<file path="config.mk">
export PLATFORM = sky130hd
export DESIGN_NAME = sat_search_ctrl
export DESIGN_NICKNAME = d
export VERILOG_FILES = /design/src/rtl/sat_search_ctrl.sv
export SDC_FILE = /design/constraint.sdc
export NUM_CORES = 1
export LEC_CHECK = 0
export CORE_MARGIN = 2
export CORE_UTILIZATION = 43
export CTS_CLUSTER_SIZE = 30
export DETAILED_ROUTE_END_ITERATION = 10
export PLACE_DENSITY = 0.63
export SETUP_SLACK_MARGIN = 0.02
export SLEW_MARGIN = 0
export SYNTH_ARGS = -nofsm -noshare
export SYNTH_HDL_FRONTEND = slang
export SYNTH_SLANG_ARGS = --single-unit
</file>
<file path="constraint.sdc">
create_clock -name clk -period 2.15 [get_ports clk]
set_input_delay 0.43 -clock clk [delete_from_list [all_inputs] [get_ports clk]]
set_output_delay 0.43 -clock clk [all_outputs]
set_load 0.01 [all_outputs]
</file>
<file path="src/rtl/sat_search_ctrl.sv">
// Brute-force 3SAT search sequencer: sweeps every assignment through an external clause
// evaluator and stops at the first satisfying one. Optional macro SAT_COUNT_EN adds a `tried` counter.
module sat_search_ctrl #(
    parameter int NVARS    = 4,
    parameter int EVAL_LAT = 0
) (
    input  logic             clk,
    input  logic             reset,
    input  logic             start,
    output logic [NVARS-1:0] assign_out,
    input  logic             sat_in,
    output logic             busy,
    output logic             done,
    output logic             sat,
    output logic [NVARS-1:0] solution
`ifdef SAT_COUNT_EN
    ,
    output logic [NVARS:0]   tried
`endif
);

    typedef enum logic [1:0] {
        S_IDLE,
        S_SETTLE,
        S_CHECK,
        S_DONE
    } state_t;

    localparam logic [3:0] LAT      = 4'(EVAL_LAT);
    // A combinational evaluator is sampled in the very next cycle, so skip SETTLE entirely.
    localparam state_t     FIRST_ST = (EVAL_LAT == 0) ? S_CHECK : S_SETTLE;

    state_t           r_state, w_state_nxt;
    logic [NVARS-1:0] r_assign, w_assign_nxt;
    logic [3:0]       r_cnt, w_cnt_nxt;
    logic             r_busy, w_busy_nxt;
    logic             r_done, w_done_nxt;
    logic             r_sat, w_sat_nxt;
    logic [NVARS-1:0] r_sol, w_sol_nxt;
`ifdef SAT_COUNT_EN
    logic [NVARS:0]   r_tried, w_tried_nxt;
`endif

    always_ff @(posedge clk or posedge reset) begin
        if (reset) begin
            r_state  <= S_IDLE;
            r_assign <= '0;
            r_cnt    <= '0;
            r_busy   <= 1'b0;
            r_done   <= 1'b0;
            r_sat    <= 1'b0;
            r_sol    <= '0;
`ifdef SAT_COUNT_EN
            r_tried  <= '0;
`endif
        end else begin
            r_state  <= w_state_nxt;
            r_assign <= w_assign_nxt;
            r_cnt    <= w_cnt_nxt;
            r_busy   <= w_busy_nxt;
            r_done   <= w_done_nxt;
            r_sat    <= w_sat_nxt;
            r_sol    <= w_sol_nxt;
`ifdef SAT_COUNT_EN
            r_tried  <= w_tried_nxt;
`endif
        end
    end

    always_comb begin
        w_state_nxt  = r_state;
        w_assign_nxt = r_assign;
        w_cnt_nxt    = r_cnt;
        w_busy_nxt   = r_busy;
        w_done_nxt   = r_done;
        w_sat_nxt    = r_sat;
        w_sol_nxt    = r_sol;
`ifdef SAT_COUNT_EN
        w_tried_nxt  = r_tried;
`endif
        case (r_state)
            S_IDLE, S_DONE: begin
                if (start) begin
                    w_state_nxt  = FIRST_ST;
                    w_assign_nxt = '0;
                    w_cnt_nxt    = LAT;
                    w_busy_nxt   = 1'b1;
                    w_done_nxt   = 1'b0;
                    w_sat_nxt    = 1'b0;
                    w_sol_nxt    = '0;
`ifdef SAT_COUNT_EN
                    w_tried_nxt  = '0;
`endif
                end
            end
            S_SETTLE: begin
                w_cnt_nxt = r_cnt - 4'd1;
                if (r_cnt == 4'd1) begin
                    w_state_nxt = S_CHECK;
                end
            end
            S_CHECK: begin
`ifdef SAT_COUNT_EN
                w_tried_nxt = r_tried + 1'b1;
`endif
                if (sat_in) begin
                    w_state_nxt = S_DONE;
                    w_sat_nxt   = 1'b1;
                    w_sol_nxt   = r_assign;
                    w_busy_nxt  = 1'b0;
                    w_done_nxt  = 1'b1;
                end else if (r_assign == '1) begin
                    w_state_nxt = S_DONE;
                    w_sat_nxt   = 1'b0;
                    w_sol_nxt   = '0;
                    w_busy_nxt  = 1'b0;
                    w_done_nxt  = 1'b1;
                end else begin
                    w_state_nxt  = FIRST_ST;
                    w_assign_nxt = r_assign + 1'b1;
                    w_cnt_nxt    = LAT;
                end
            end
            default: begin
                w_state_nxt = S_IDLE;
            end
        endcase
    end

    assign assign_out = r_assign;
    assign busy       = r_busy;
    assign done       = r_done;
    assign sat        = r_sat;
    assign solution   = r_sol;
`ifdef SAT_COUNT_EN
    assign tried      = r_tried;
`endif

endmodule

</file>
Word level (Yosys, flattened, before mapping)

Index checks and enable logic that the tools add are counted.

Register bits after elaboration: 17
Input bits: 4
Output and inout port bits: 11
Logic and storage cells: 51

$add $sub $neg: 2
Eq/ne operators: 10
Muxes and demuxes: 25
Reduce and logical (&&, ||, !) cells: 7

Operator list:

| kind                | count |
|---|---|
| $mux 4              | 7 |
| $pmux 4 s2          | 2 |
| $pmux 4 s3          | 1 |
| $mux 1              | 9 |
| $ne 2x2->1 const B  | 4 |
| $pmux 1 s2          | 3 |
| $pmux 2 s3          | 1 |
| $reduce_and 3->1    | 2 |
| $add 4x1->4 const B | 1 |
| $eq 2x2->1 const B  | 2 |
| $eq 4x1->1 const B  | 1 |
| $eq 4x4->1 const B  | 1 |
| $mux 2              | 2 |
| $reduce_and 4->1    | 1 |
| $sub 4x1->4 const B | 1 |
| $ne 3x3->1 const B  | 1 |
| $eq 2x1->1 const B  | 1 |
| $logic_not 2->1     | 1 |
| $reduce_and 2->1    | 1 |
| $reduce_bool 2->1   | 1 |
| $reduce_or 2->1     | 1 |

Logic depth before layout (Yosys ltp)

Gate-level depths: netlist of the first run.

Depth after elaboration: 4
Depth in mapped cells: 6
Mapped depth without buffers: 5

Least setup slack after synthesis of the first run

No wires, ideal clock.

Path type: reg2reg
From: register r_state[0]
To: register r_assign[2], in the netlist assign_out[2]
Library setup time: 0.126 ns
Data arrival time: 1.559 ns
Required time: 2.024 ns
Slack: 0.465 ns
Cell stages (with the launch flop): 6
Path buffers: 0
Clock period less this slack: 1.685 ns
Cell sequence: dfrtp_1 inv_1 ha_1 nor2b_4 o41a_1 a311o_1

Longest elaborated chain between the ends: 4
Elaborated cells on any way between the ends: 10
Those cells by class: 5 x eq/ne; 1 x mux; 4 x reduce/logical

Ends and longest elaborated chain:

| item                                                                    | RTL line | source |
|---|---|---|
| from (decl)                                                             | 33       | `state_t r_state, w_state_nxt;` |
| from (signal assigned)                                                  | 57       | `r_state <= w_state_nxt;` |
| $eq 2x2->1 / $logic_not 2->1 (equally long branches)                    | 81       | `case (r_state)` |
| $reduce_or 2->1                                                         | 81       |  |
| $ne 2x2->1 (no source line) / $reduce_bool 2->1 (equally long branches) | --       |  |
| $reduce_and 4->1 (no source line)                                       | --       |  |
| to (signal assigned)                                                    | 58       | `r_assign <= w_assign_nxt;` |
| to (decl)                                                               | 34       | `logic [NVARS-1:0] r_assign, w_assign_nxt;` |

Parallel ways exist; a longest one is shown, timed or not.
A chain may end at the register's enable or synchronous reset.

Final worst setup path of the first run

From: register r_assign[3], in the netlist assign_out[3]
To: output port assign_out[3]

RTL lines:

| item      | RTL line | source |
|---|---|---|
| to (decl) | 10       | `output logic [NVARS-1:0] assign_out,` |

No word-level cell between the ends.

==> summary.txt, run 1 <==
Run status
  – Status: finished clean

Clock network
  – Depth of the CTS H-tree: 1
  – Post-CTS resize count: 0
  – CTS root buf: clkbuf_4
  – CTS Buffer Depth: 2
  – Post CTS Setup Buffer Count: 0
  – Hold_buf cts: 0
  – Total clock sinks: 17
  – CTS buffer count: 3
  – CTS tree: done
  – Worst skew pair latency: 0.29 ns
  – CTS clock-pin slew for the worst setup and hold paths: 0.10 ns

Place
  – Detailed placer's ending HPWL: ~1.5 mm
  – Area post-placement: 1140 sq um
  – Placer's final routability congestion estimate: between 0.7 and 0.8
  – PortBufs: 14
  – Pre-CTS setup slack: 0.207 ns

Worst setup path
  – R2R depth: 5
  – Crit path max-delay family: buffers and inverters
  – Worst path buffer plus inverter count: 1
  – Setup crit end kind: primary output
  – Critical Path AT: about 1.4 ns
  – CP Cell Sequence: clkdlybuf4s50_1
  – Critical path origin: assign_out[3]
  – Worst Path Required: around 1.7 ns
  – Worst-path fanout max: 9
  – CP max stage delay: 0.59 ns
  – Critical path depth in cells: 1
  – Slowest-stage cell, CP: clkdlybuf4s50_1
  – FF-to-FF Start: r_state[0]
  – Setup Crit Path Kind: flop to primary output
  – Critical Path Start Type: flop

Pwr
  – Seq pwr share: a little over a third
  – P_int: ~900 uW
  – Sw power: 561 uW
  – Static leakage: around 0.00053 uW
  – Peak VDD IR: ~0.84 mV
  – Clock group share of total power: between 10% and 20%
  – Comb pwr share: between 50% and 60%
  – Power Dens Cells: between 1000 and 1500 nW/um^2
  – Switching Share: a little under two fifths

STA
  – Hold Fails Final Rpt: 0
  – Crit path time final: 1.81 ns
  – Slew Limit Headroom: a little under three fifths
  – Slew @ Worst Pin: approximately 0.65 ns
  – Final setup viols: 0
  – Fin Setup TNS: 0 ns
  – Fmax: 553 MHz
  – Max Clock Skew: about 0.004 ns
  – RSZ-0062 raised after global routing: no
  – Final worst-path cycle share: between 80% and 90%
  – Setup WS post-layout: about 0.34 ns
  – Fin. max-slew vios: 0

Layout
  – Synth-to-layout area growth: 21.2%
  – Fin nets: around 120
  – Fin util: a little over half
  – Antenna cells: 0
  – Commonest non-fill, non-tap cell in the layout: dfrtp_1
  – Share of cells above drive strength 1: ~11%
  – Most frequent cells in the layout: dfrtp_1 (17), clkdlybuf4s50_1 (14), inv_1 (12), mux2i_1 (6), ha_1 (6)
  – Fin area: about 1200 sq um

Detailed routing
  – # DRC: 0
  – DRT iter0 DRCs: 15
  – Vias per std cell: 5.56
  – Final WL: 1.98 mm
  – DR WL/cell: around 14 um
  – Pre-antenna DRT Iters: 4
  – Final antenna-violating net count: 0
  – Vias: 773

Synth
  – Seq cells post-synth: 17
  – Number of flops mapped to enable cells by yosys: 0
  – Area share of the leading cell type in the synthesized netlist: around 44%
  – Top_reg_cell synth: dfrtp_1
  – Mapped Nets: 103
  – Mapped Avg Cell Area: between 10 and 15 sq um
  – Synth area leader: dfrtp_1
  – Synth unique cells: 33
  – Syn Inst Count: slightly above 90
  – YS warnings: 0
  – Async SR Flop Fraction: 100%
  – Sequential-to-total area share from yosys stat: between 40% and 50%
  – Mapped Area: between 900 and 1000 sq um
  – Dominant cells by area after synthesis: dfrtp_1 (44%), ha_1 (7.8%), mux2i_1 (6.2%)

Global route
  – Largest net degree at the start of global routing: 18
  – Vias in the first global route: 798
  – Total Routing Usage GR: 18.5%
  – First-pass GRT wire length: approximately 3.7 mm
  – GR Overflow Total: 0
  – Initial antenna violation count: 0

Die
  – I/O pin cnt: 15
  – Row count: 17
  – Die area: 2640 sq um
  – Die H: approximately 51 um
  – Core Area: around 2200 sq um
  – Initial Util: 44.5%
  – DIE WIDTH: 51.4 um

Hold path
  – HP Class: primary input to asynchronous set/reset pin

Flow run
  – Max-cap violations: 0
-- power by group through the flow --
stage	clock network, uW	logic, uW	registers (uW)
6_report	170	761	530
5_1_grt	195	838	553
4_1_cts	178	767	531
3_5_place_dp	0	765	535
3_3_place_gp	0	753	532
2_1_floorplan	0	428	560
-- worst reg2reg max path, cell delays in order (launching register included) --
cell     delay [ns]
dfrtp_1        0.36
inv_1          0.07
ha_1           0.39
nor2b_4        0.17
o41a_1         0.42
a311o_1        0.28
-- logic make-up (layout without fill, tap and decap cells) --
group	Yosys count	after routing	share of synthesized area, %
AOI/OAI and AO/OA	19	19	16.5
adders and majority gates	6	6	7.77
buffers and inverters	13	31	5.05
DFF	17	17	44.0
muxes	8	8	8.55
and+or+nand+nor	30	30	18.1
-- cells in the mapped netlist, types with 2 or more instances --
cell type,number
a32o_1,2
inv_1,12
ha_1,6
nor2b_1,2
a311o_1,2
nand4_1,3
nand2_1,5
a22o_1,2
nor2_1,4
nand2b_1,3
o22ai_1,3
nor3_1,3
and3_1,2
a31oi_1,2
o2111ai_1,2
mux2_2,2
dfrtp_1,17
mux2i_1,6
-- final cells by class --
| cell class | instances | area (sq um) |
|---|---|---|
| repair buffers | 15 | 148 |
| fillers | 225 | 998 |
| clock buffers | 4 | 26.3 |
| multi-input cells | 63 | 492 |
| well taps | 28 | 35.0 |
| inverters | 12 | 45.0 |
| flip-flops and latches | 17 | 425 |
-- path summary, 6_finish.rpt --
| check | endpoint | slack [ns] |
|---|---|---|
| worst max-delay path | assign_out[3] | 0.34 |
| worst min-delay path | r_cnt[0] | 0.52 |
| worst max register to register | assign_out[2] | 0.35 |
| worst min register to register | done | 0.52 |
| max in group asynchronous | assign_out[1] | 1.21 |
| min in group clk | done | 0.52 |
-- metrics by stage --
stage | hold slack [ns] | std cells | total power, uW
detailed placement | 0.489 | 135 | 1300
finish | 0.519 | 139 | 1460
global route | 0.532 | 139 | 1590
floorplan | 0.356 | 93 | 989
CTS | 0.517 | 139 | 1480
global placement | 0.482 | 135 | 1290
-- sequential cells by signal, indices dropped and copies added, names as in the netlist --
name and cells:
done 1, r_cnt 4, sat 1, busy 1, r_state 2, solution 4
assign_out 4
-- per-layer routing --
layer | wire length (um) | GRT usage (%) | up-vias
met4 | 17 | 7.02 | 0
met3 | 65 | 3.22 | 2
met5 | 0 | 0 | -
met2 | 990 | 30.6 | 18
li1 | - | - | 375
met1 | 902 | 24.1 | 378
Power figures use the tool's default switching activity.
==> run 2, diff against run 1 <==
--- a/config.mk
+++ b/config.mk
@@ -9,7 +9,7 @@
 export CORE_UTILIZATION = 43
 export CTS_CLUSTER_SIZE = 30
 export DETAILED_ROUTE_END_ITERATION = 10
-export PLACE_DENSITY = 0.63
+export PLACE_DENSITY = 0.66
 export SETUP_SLACK_MARGIN = 0.02
 export SLEW_MARGIN = 0
 export SYNTH_ARGS = -nofsm -noshare
==> constraint.sdc (replaced) <==
create_clock -name clk -period 1.6 [get_ports clk]
set_input_delay 0.32 -clock clk [delete_from_list [all_inputs] [get_ports clk]]
set_output_delay 0.32 -clock clk [all_outputs]
set_load 0.01 [all_outputs]
==> run 2 against run 1 <==
Effect of this change:
- the flow now finishes with violations (setup timing)
- register-to-register slack got worse by 0.37 ns
- global-route usage rose by 0.53 points
- final area rose by 19%
- die area did not move
- clock skew rose by 0.0028 ns
- sequential power rose by 27%
- combinational power rose by 85%
- flip-flop and latch count did not move
- non-clock buffer count rose by 25
==> summary.txt, run 2 (synthesized netlist as in run 1, its figures left out) <==
Die
  – Initial Util: 44.5% (unchanged)
  – DIE WIDTH: 51.4 um (unchanged)
  – Core Area: 2170 sq um (unchanged)
  – Die H: 51.4 um (unchanged)
  – I/O pin cnt: 15 (unchanged)
  – Row count: 17 (unchanged)
  – Die area: 2640 sq um (unchanged)

Worst setup path
  – Critical Path Start Type: flop
  – Worst path buffer plus inverter count: 0 (-1)
  – Setup Crit Path Kind: flop to flop
  – Worst Path Required: 1.79 ns (+0.07 ns)
  – Critical Path AT: 1.81 ns (+0.43 ns)
  – CP max stage delay: 0.45 ns (-0.14 ns)
  – Crit path max-delay family: compound AO/OA/AOI/OAI gates
  – Slowest-stage cell, CP: dfrtp_1
  – Setup crit end kind: flop
  – Worst-path fanout max: 6 (-3)
  – CP Cell Sequence: ha_4 > and3_2 > o41a_1 > a311o_1

Detailed routing
  – Vias per std cell: 5.25 (-5.6%)
  – Pre-antenna DRT Iters: 3 (-1)
  – Vias: 861 (+11%)
  – Final WL: 2.23 mm (+13%)
  – Final antenna-violating net count: 0 (unchanged)
  – DR WL/cell: 13.6 um (-4.5%)
  – DRT iter0 DRCs: 8 (-7)
  – # DRC: 0 (unchanged)

Clock network
  – Worst skew pair latency: 0.30 ns (about the same)
  – Hold_buf cts: 0 (unchanged)
  – Total clock sinks: 17 (unchanged)
  – CTS tree: done
  – CTS Buffer Depth: 2 (unchanged)
  – CTS root buf: clkbuf_4
  – Depth of the CTS H-tree: 1 (unchanged)
  – CTS clock-pin slew for the worst setup and hold paths: 0.11 ns (about the same)
  – CTS buffer count: 3 (unchanged)

STA
  – Fmax: between 600 and 700 MHz
  – Hold Fails Final Rpt: 0 (unchanged)
  – Setup WS post-layout: -0.0228 ns (-0.366 ns)
  – Final setup viols: 3 (+3)
  – Fin. max-slew vios: 0 (unchanged)
  – Final worst-path cycle share: 101%
  – RSZ-0062 raised after global routing: yes
  – Slew Limit Headroom: 78.6% (+22 points)
  – Crit path time final: about 1.6 ns
  – Slew @ Worst Pin: 0.321 ns (-0.327 ns)
  – Max Clock Skew: 0.00685 ns (+0.00279 ns)
  – Fin Hold WS: 0.321 ns (-0.198 ns)

Place
  – Placer's final routability congestion estimate: 0.812 (+4.0%)
  – PortBufs: 14 (unchanged)
  – Pre-CTS setup slack: -0.145 ns (-0.352 ns)
  – DP Cell Count: 156 (+16%)
  – Detailed placer's ending HPWL: 1.70 mm (+13%)

Global route
  – Vias in the first global route: 848 (+6.3%)
  – GR Overflow Total: 0 (unchanged)
  – Total Routing Usage GR: 19.1% (+0.53 points)
  – Initial antenna violation count: 0 (unchanged)
  – First-pass GRT wire length: 3.66 mm (-0.38%)
  – Largest net degree at the start of global routing: 18 (unchanged)

Hold path
  – HP Class: primary input to asynchronous set/reset pin

Layout
  – Synth-to-layout area growth: 44.3%
  – Commonest non-fill, non-tap cell in the layout: buf_4
  – Fin cells: 164 (+18%)
  – Antenna cells: 0 (unchanged)
  – Fin nets: 147 (+20%)
  – Share of cells above drive strength 1: 33.8% (+23 points)
  – Most frequent cells in the layout: buf_4 (26), dfrtp_1 (16), inv_1 (10), clkdlybuf4s50_1 (9)

Flow run
  – Max-cap violations: 0 (unchanged)

Pwr
  – Power Dens Cells: 1670 nW/um^2 (+34%)
  – Total power: 2330 uW (+59%)
  – Peak VDD IR: 1.06 mV (+25%)
  – Static leakage: 0.000684 uW (+30%)

Run status
  – Status: finished with violations
  – Failing checks: setup timing
-- run 2: repair_timing --
| item | in CTS | in global routing |
|---|---|---|
| cloned | 0 | 0 |
| setup buffers | 2 | 2 |
| pin swaps | 3 | 4 |
| resized for setup | 5 | 6 |
| setup endpoints to repair | 8 | 13 |
-- run 2: final timing paths --
path	end	from	slack, ns	cells after the start
hold reg to reg	done	done	0.50	1
setup reg to reg	assign_out[2]	r_state[1]	-0.02	4
setup / recovery	assign_out[2]	r_state[1]	-0.02	4
max in group asynchronous	assign_out[3]	reset	1.08	3
min in group clk	done	done	0.50	1
hold / removal	r_cnt[2]	reset	0.32	3
-- run 2: stage by stage --
step	util (%)	TNS, ns	area, sq um
after floorplan	-	0	982
after global placement	60.8	-0.851	1320
after detailed placement	60.8	-1.08	1320
after CTS	62.8	-0.0696	1360
after global routing	64.2	-0.317	1390
final	64.2	-0.0628	1390
-- run 2: routing by layer --
layer | global-route usage, % | vias to the layer above | share of wire (%)
met5 | 0 | - | 0
met3 | 4.39 | 7 | 2.4
li1 | - | 427 | -
met2 | 31.2 | 13 | 49
met4 | 11.4 | 0 | 2.3
met1 | 22.6 | 414 | 47
-- run 2: worst reg2reg max path: stages, from the launching register on --
cell	delay, ns
dfrtp_1	0.45
ha_4	0.20
and3_2	0.17
o41a_1	0.41
a311o_1	0.28
-- run 2: area by class of cell --
class | count | area [sq um]
well taps | 28 | 35.0
fillers | 192 | 776
repair buffers | 40 | 337
inverters | 12 | 45.0
flip-flops and latches | 17 | 427
clock inverters | 1 | 5.00
clock buffers | 3 | 22.5
multi-input cells | 63 | 523
-- run 2: power breakdown --
part | internal (uW) | leakage, uW | total, uW | switching (uW)
clock network | 93.3 | 0.0000177 | 242 | 149
logic | 805 | 0.000454 | 1410 | 607
registers | 572 | 0.000212 | 673 | 102
